==> config.mk <==
export PLATFORM = sky130hd
export DESIGN_NAME = mux_arb_n
export DESIGN_NICKNAME = d
export VERILOG_FILES = /design/src/rtl/mux_pkg.sv /design/src/rtl/rr_pick.sv /design/src/rtl/mux_arb_n.sv
export SDC_FILE = /design/constraint.sdc
export NUM_CORES = 1
export LEC_CHECK = 0
export CAP_MARGIN = 25
export CORE_ASPECT_RATIO = 0.75
export CORE_MARGIN = 2
export CORE_UTILIZATION = 41
export DETAILED_ROUTE_END_ITERATION = 8
export GPL_TIMING_DRIVEN = 0
export PLACE_DENSITY = 0.86
export REMOVE_ABC_BUFFERS = 1
export SLEW_MARGIN = 10
export SYNTH_ARGS = -nofsm -noshare
export SYNTH_HDL_FRONTEND = slang
export SYNTH_SLANG_ARGS = --single-unit
==> constraint.sdc <==
create_clock -name clk -period 9.1 [get_ports clk]
set_input_delay 2.73 -clock clk [delete_from_list [all_inputs] [get_ports clk]]
set_output_delay 2.73 -clock clk [all_outputs]
set_load 0.05 [all_outputs]
==> src/rtl/mux_pkg.sv <==
// Shared definitions for the N-channel output selector and its round-robin picker.
package mux_pkg;

  // Selection mode as presented on the top-level mode pin
  typedef enum logic {
    MODE_FIXED = 1'b0,
    MODE_RR    = 1'b1
  } mode_e;

  // Largest channel count the selector is built for
  localparam int N_MAX = 16;

  // Increment a channel index and wrap from n-1 back to 0
  function automatic int wrap_inc(input int idx, input int n);
    return (idx + 1 >= n) ? 0 : idx + 1;
  endfunction

endpackage

==> src/rtl/rr_pick.sv <==
// Round-robin picker: first requesting channel at or above ptr, wrapping modulo N.
module rr_pick
  import mux_pkg::*;
#(
  parameter  int N     = 4,
  localparam int SEL_W = $clog2(N)
) (
  input  logic [N-1:0]     req,
  input  logic [SEL_W-1:0] ptr,
  output logic [SEL_W-1:0] grant,
  output logic             grant_ok
);

  logic [N-1:0]   mask;
  logic [2*N-1:0] req_dbl;
  logic           found;

  // Lower half keeps only channels at or above ptr; upper half is the full
  // request set, so a search from bit 0 naturally wraps past N-1
  always_comb begin
    mask = '0;
    for (int i = 0; i < N; i++) begin
      mask[i] = (i >= int'(ptr));
    end
    req_dbl = {req, req & mask};
  end

  // Lowest set bit of the doubled vector, folded back into 0..N-1
  always_comb begin
    grant    = '0;
    found    = 1'b0;
    grant_ok = |req;
    for (int i = 0; i < 2 * N; i++) begin
      if (!found && req_dbl[i]) begin
        found = 1'b1;
        grant = (i >= N) ? SEL_W'(i - N) : SEL_W'(i);
      end
    end
  end

endmodule

==> src/rtl/mux_arb_n.sv <==
// N-channel WIDTH-bit selector with a one-entry registered output and
// valid/ready handshakes; fixed-select or round-robin channel choice.
module mux_arb_n
  import mux_pkg::*;
#(
  parameter  int WIDTH = 32,
  parameter  int N     = 4,
  localparam int SEL_W = $clog2(N)
) (
  input  logic               clk,
  input  logic               reset,
  input  logic [N*WIDTH-1:0] in_data,
  input  logic [N-1:0]       in_valid,
  output logic [N-1:0]       in_ready,
  input  logic               mode,
  input  logic [SEL_W-1:0]   sel,
  output logic [WIDTH-1:0]   out_data,
  output logic [SEL_W-1:0]   out_chan,
  output logic               out_valid,
  input  logic               out_ready
);

  // A channel count outside 2..N_MAX builds a block that never grants
  localparam bit N_LEGAL = (N >= 2) && (N <= N_MAX);

  logic [SEL_W-1:0] ptr;
  logic [SEL_W-1:0] rr_grant;
  logic             rr_ok;
  logic             fix_ok;
  logic [SEL_W-1:0] grant;
  logic             grant_ok;
  logic             load_en;
  logic             xfer;
  logic [WIDTH-1:0] grant_data;
  logic [SEL_W-1:0] next_ptr;

  // Round-robin search; fixed mode never looks at its result
  rr_pick #(
    .N(N)
  ) u_pick (
    .req     (in_valid),
    .ptr     (ptr),
    .grant   (rr_grant),
    .grant_ok(rr_ok)
  );

  // Fixed select: a sel value with no matching channel is never ok
  always_comb begin
    fix_ok = 1'b0;
    for (int i = 0; i < N; i++) begin
      if (sel == SEL_W'(i)) begin
        fix_ok = in_valid[i];
      end
    end
  end

  // Mode mux, effective in the same cycle the mode pin changes
  always_comb begin
    if (mode_e'(mode) == MODE_RR) begin
      grant    = rr_grant;
      grant_ok = rr_ok;
    end else begin
      grant    = sel;
      grant_ok = fix_ok;
    end
    grant_ok = grant_ok & N_LEGAL;
  end

  // Ready goes to the granted channel only when the output register can
  // take a word; held low while reset is asserted
  always_comb begin
    load_en  = ~out_valid | out_ready;
    in_ready = '0;
    for (int i = 0; i < N; i++) begin
      in_ready[i] = load_en & grant_ok & ~reset & (grant == SEL_W'(i));
    end
    xfer = |in_ready;
  end

  // Pick the granted word and the pointer that follows it
  always_comb begin
    grant_data = '0;
    for (int i = 0; i < N; i++) begin
      if (grant == SEL_W'(i)) begin
        grant_data = in_data[i*WIDTH +: WIDTH];
      end
    end
    next_ptr = SEL_W'(wrap_inc(int'(grant), N));
  end

  // Output register and round-robin pointer; a consume without a new load
  // empties the register but leaves data and channel untouched
  always_ff @(posedge clk) begin
    if (reset) begin
      out_valid <= 1'b0;
      out_data  <= '0;
      out_chan  <= '0;
      ptr       <= '0;
    end else if (xfer) begin
      out_valid <= 1'b1;
      out_data  <= grant_data;
      out_chan  <= grant;
      if (mode_e'(mode) == MODE_RR) begin
        ptr <= next_ptr;
      end
    end else if (out_ready) begin
      out_valid <= 1'b0;
    end
  end

  // At most one producer is offered the port in any cycle
  a_ready_onehot: assert property (@(posedge clk) $onehot0(in_ready));

  // A stalled word stays put until the consumer takes it
  a_stall_stable: assert property (@(posedge clk) disable iff (reset)
    (out_valid && !out_ready) |=> (out_valid && $stable(out_data) && $stable(out_chan)));

endmodule
==> results.cfg <==
[floorplanning]
core_sq_um = 6830
die_w_um = 101
die-area_sq_um = 7800
rows = 26
initial_utilization_pct = 42.7
ios = 177
die_height_um = 77.0

[clock_tree]
post_cts_buffers = 0
clock_path_buffers = 2
worst_skew_pair.late_latency_ns = 0.28
clk_pin_slew_ns = 0.07
clock_sinks = 37
post_cts_resized = 0
numCtsBuffers = 5
holdBufCountCts = 0
cts_tree = done
htree_num_levels = 2
root_buffer = clkbuf_8

[placement]
finalWeightedCongestion = 0.979
numPortBuffers = 176
place_hpwl_um = 7080

[timing]
hold_viol_final = 0
fin_setup_tns_ns = 0
worst_hold_slack_ns = 0.521
worst_pin_slew_ns = 0.883
period_share_pct = 97.4
drv_slew = 0
timing.fmax_ghz = 0.113
rsz0062_at_grt = no
slew_headroom_pct = 41.0
final.min_clock_period_ns = 8.87
skew_ns = 0.00267
setup_viol = 0

[routing]
drc_errors = 0
num_vias = 3318
dr.pass1.iters = 4
wl_per_cell_um = 16.3
viasPerCell = 5.63
wirelength_um = 9580
drt_iter0_drc = 116
ant_nets = 0

[setup_path]
crit_buf_inv = 5
timing.rr.start = ptr[0]$_SDFFE_PP0P_
cp.required_ns = 6.37
worstSetupEndpointType = output pin
cp_top_family = buffers and inverters
worstPathMaxFanout = 41
cp_cell_sequence = clkdlybuf4s50_1 -> inv_1 -> a22o_1 -> a221oi_1 -> mux2i_1 -> inv_1 -> ha_2 -> buf_12 -> and2_1 -> clkdlybuf4s50_1
critical-path-max-stage-delay_ns = 0.79
crit_start = in_valid[3]
critPathLaunchType = input pin
critical_path_class = in2out
crit_arrival_ns = 6.14
cp_slowest_cell = clkdlybuf4s50_1

[global_route]
antenna_found_initial = 0
grt_most_used_layer = met2
grt_first_pass_wirelength_um = 15100
grt_pass1_vias = 3279
use_met2_pct = 42.7
gr-total-overflow = 0
grt_usage_pct = 23.7
grt_max_degree = 50
grt_util_met3_pct = 7.57
grtUsageMet1_pct = 26.7

[synth]
yosysWarningCount = 0
yosys.cell_types.count = 37
synth.avg_cell_area_sq_um = 8.30
netlist_area_sq_um = 2910
ys_seq_elements = 37
synthCells = 351
yosysSeqAreaShare_pct = 25.4

[pwr]
leakage_uw = 0.00196
power.density_nw_per_um2 = 144
ir_drop_uv = 84.7

[layout]
final_nets = 645
layout-drive-gt1-share_pct = 10.5
sequential_cell_area_sq_um = 741
fillCellCount = 555
area_delta_synth_final_pct = 66.7
fin_util_pct = 71.1
multi_input_area_sq_um = 1960
n_antenna_cell = 0

[hold_path]
hold_start = out_chan[1]$_SDFFE_PP0P_
min_path_type = reg2reg

[run_status]
status = complete, no violations

[run]
cap_violations = 0
==> metrics by stage <==
| stage | power (uW) | instance area (sq um) | setup slack, ns | cells |
|---|---|---|---|---|
| 6_report | 701 | 4860 | 0.234 | 589 |
| 5_1_grt | 739 | 4860 | 0.0220 | 589 |
| 4_1_cts | 702 | 4840 | 0.163 | 588 |
| 3_5_place_dp | 555 | 4730 | 0.183 | 580 |
| 3_3_place_gp | 536 | 4590 | -0.581 | 574 |
| 2_1_floorplan | 403 | 2720 | 1.26 | 314 |
==> Yosys cell counts <==
library cell / n / area [sq um]
nor2b_1: 3 / 18.8
buf_6: 4 / 45.0
o21ai_0: 32 / 160
a21oi_1: 72 / 360
nor2_1: 2 / 7.51
buf_4: 3 / 22.5
nand2b_1: 1 / 6.26
a31o_2: 1 / 8.76
a211oi_2: 30 / 375
nor2b_2: 1 / 8.76
clkbuf_1: 21 / 78.8
buf_2: 9 / 45.0
o21bai_1: 1 / 7.51
o21ai_1: 2 / 10.0
o41ai_1: 1 / 8.76
o211a_1: 1 / 10.0
ha_1: 3 / 37.5
mux2i_1: 33 / 330
a22o_1: 1 / 8.76
dfxtp_1: 37 / 741
and3b_1: 32 / 280
or2b_1: 1 / 7.51
or3_1: 1 / 6.26
nor3_4: 1 / 16.3
o32ai_1: 1 / 8.76
a211o_1: 1 / 8.76
and2_4: 1 / 8.76
a211oi_1: 3 / 22.5
mux4_2: 1 / 22.5
inv_1: 6 / 22.5
nand2_1: 33 / 124
nor3b_1: 2 / 15.0
a21oi_4: 1 / 16.3
nor3_1: 2 / 10.0
and2_1: 3 / 18.8
a221oi_1: 1 / 8.76
a311oi_1: 3 / 26.3
==> cell families after synthesis <==
kind of cell	share of synthesized area [%]
AO/OA/AOI/OAI	35.7
AND/OR/NAND/NOR	18.1
buffers and inverters	7.34
flip-flops	25.4
multiplexers	12.1
adder cells (fa/ha/maj)	1.29
==> area by class of cell <==
cell class	count	share of cell area, %
clock inverter	1	0.618
multi-input combinational	271	40.4
tap	84	2.16
sequential	37	15.2
timing repair buffer	183	39.3
inverter	6	0.464
clock buffer	7	1.78
==> metal layers <==
metal  up-vias  routed length (um)  share of wire (%)
li1       1607                   -                  -
met1      1539                3890                 41
met4         0                 151                1.6
met2       154                4620                 48
met5         -                   0                  0
met3        18                 923                9.6
==> worst register-to-register path, delay by kind of cell, from the launching register on <==
family                   cells  cell delay, ns
multiplexers                 1            0.27
AND/OR/NAND/NOR              2            0.86
flip-flops                   1            0.35
adder cells (fa/ha/maj)      1            0.48
AO/OA/AOI/OAI                4            1.49
buffers and inverters        2            0.35
==> layout by cell type, fill, tap and decap left out, types with 3 or more instances in the layout <==
master	n
mux2i_1	33
nand2_1	33
inv_1	6
a211oi_1	3
clkdlybuf4s50_1	175
and2_1	3
nor2b_1	3
a211oi_2	30
o21ai_0	32
buf_16	3
dfxtp_1	37
and3b_1	32
a311oi_1	3
clkbuf_8	6
a21oi_1	72
==> where the power goes <==
part           total (uW)  switching [uW]  internal, uW
Clock                 147            57.4          89.4
Combinational         361             200           161
Sequential            193            11.2           182
==> worst paths after layout <==
kind / to / slack (ns) / depth (start not counted)
max reg2reg: out_data[15]$_SDFFE_PP0P_ / 5.21 / 10
min reg2reg: out_chan[1]$_SDFFE_PP0P_ / 0.52 / 2
max: in_ready[1] / 0.23 / 10
min: out_chan[1]$_SDFFE_PP0P_ / 0.52 / 2
==> sequential cells by signal, indices dropped and copies added (netlist names) <==
signal / cells
out_chan: 2
out_data: 32
out_valid: 1
ptr: 2
(Power assumes the default switching activity.)
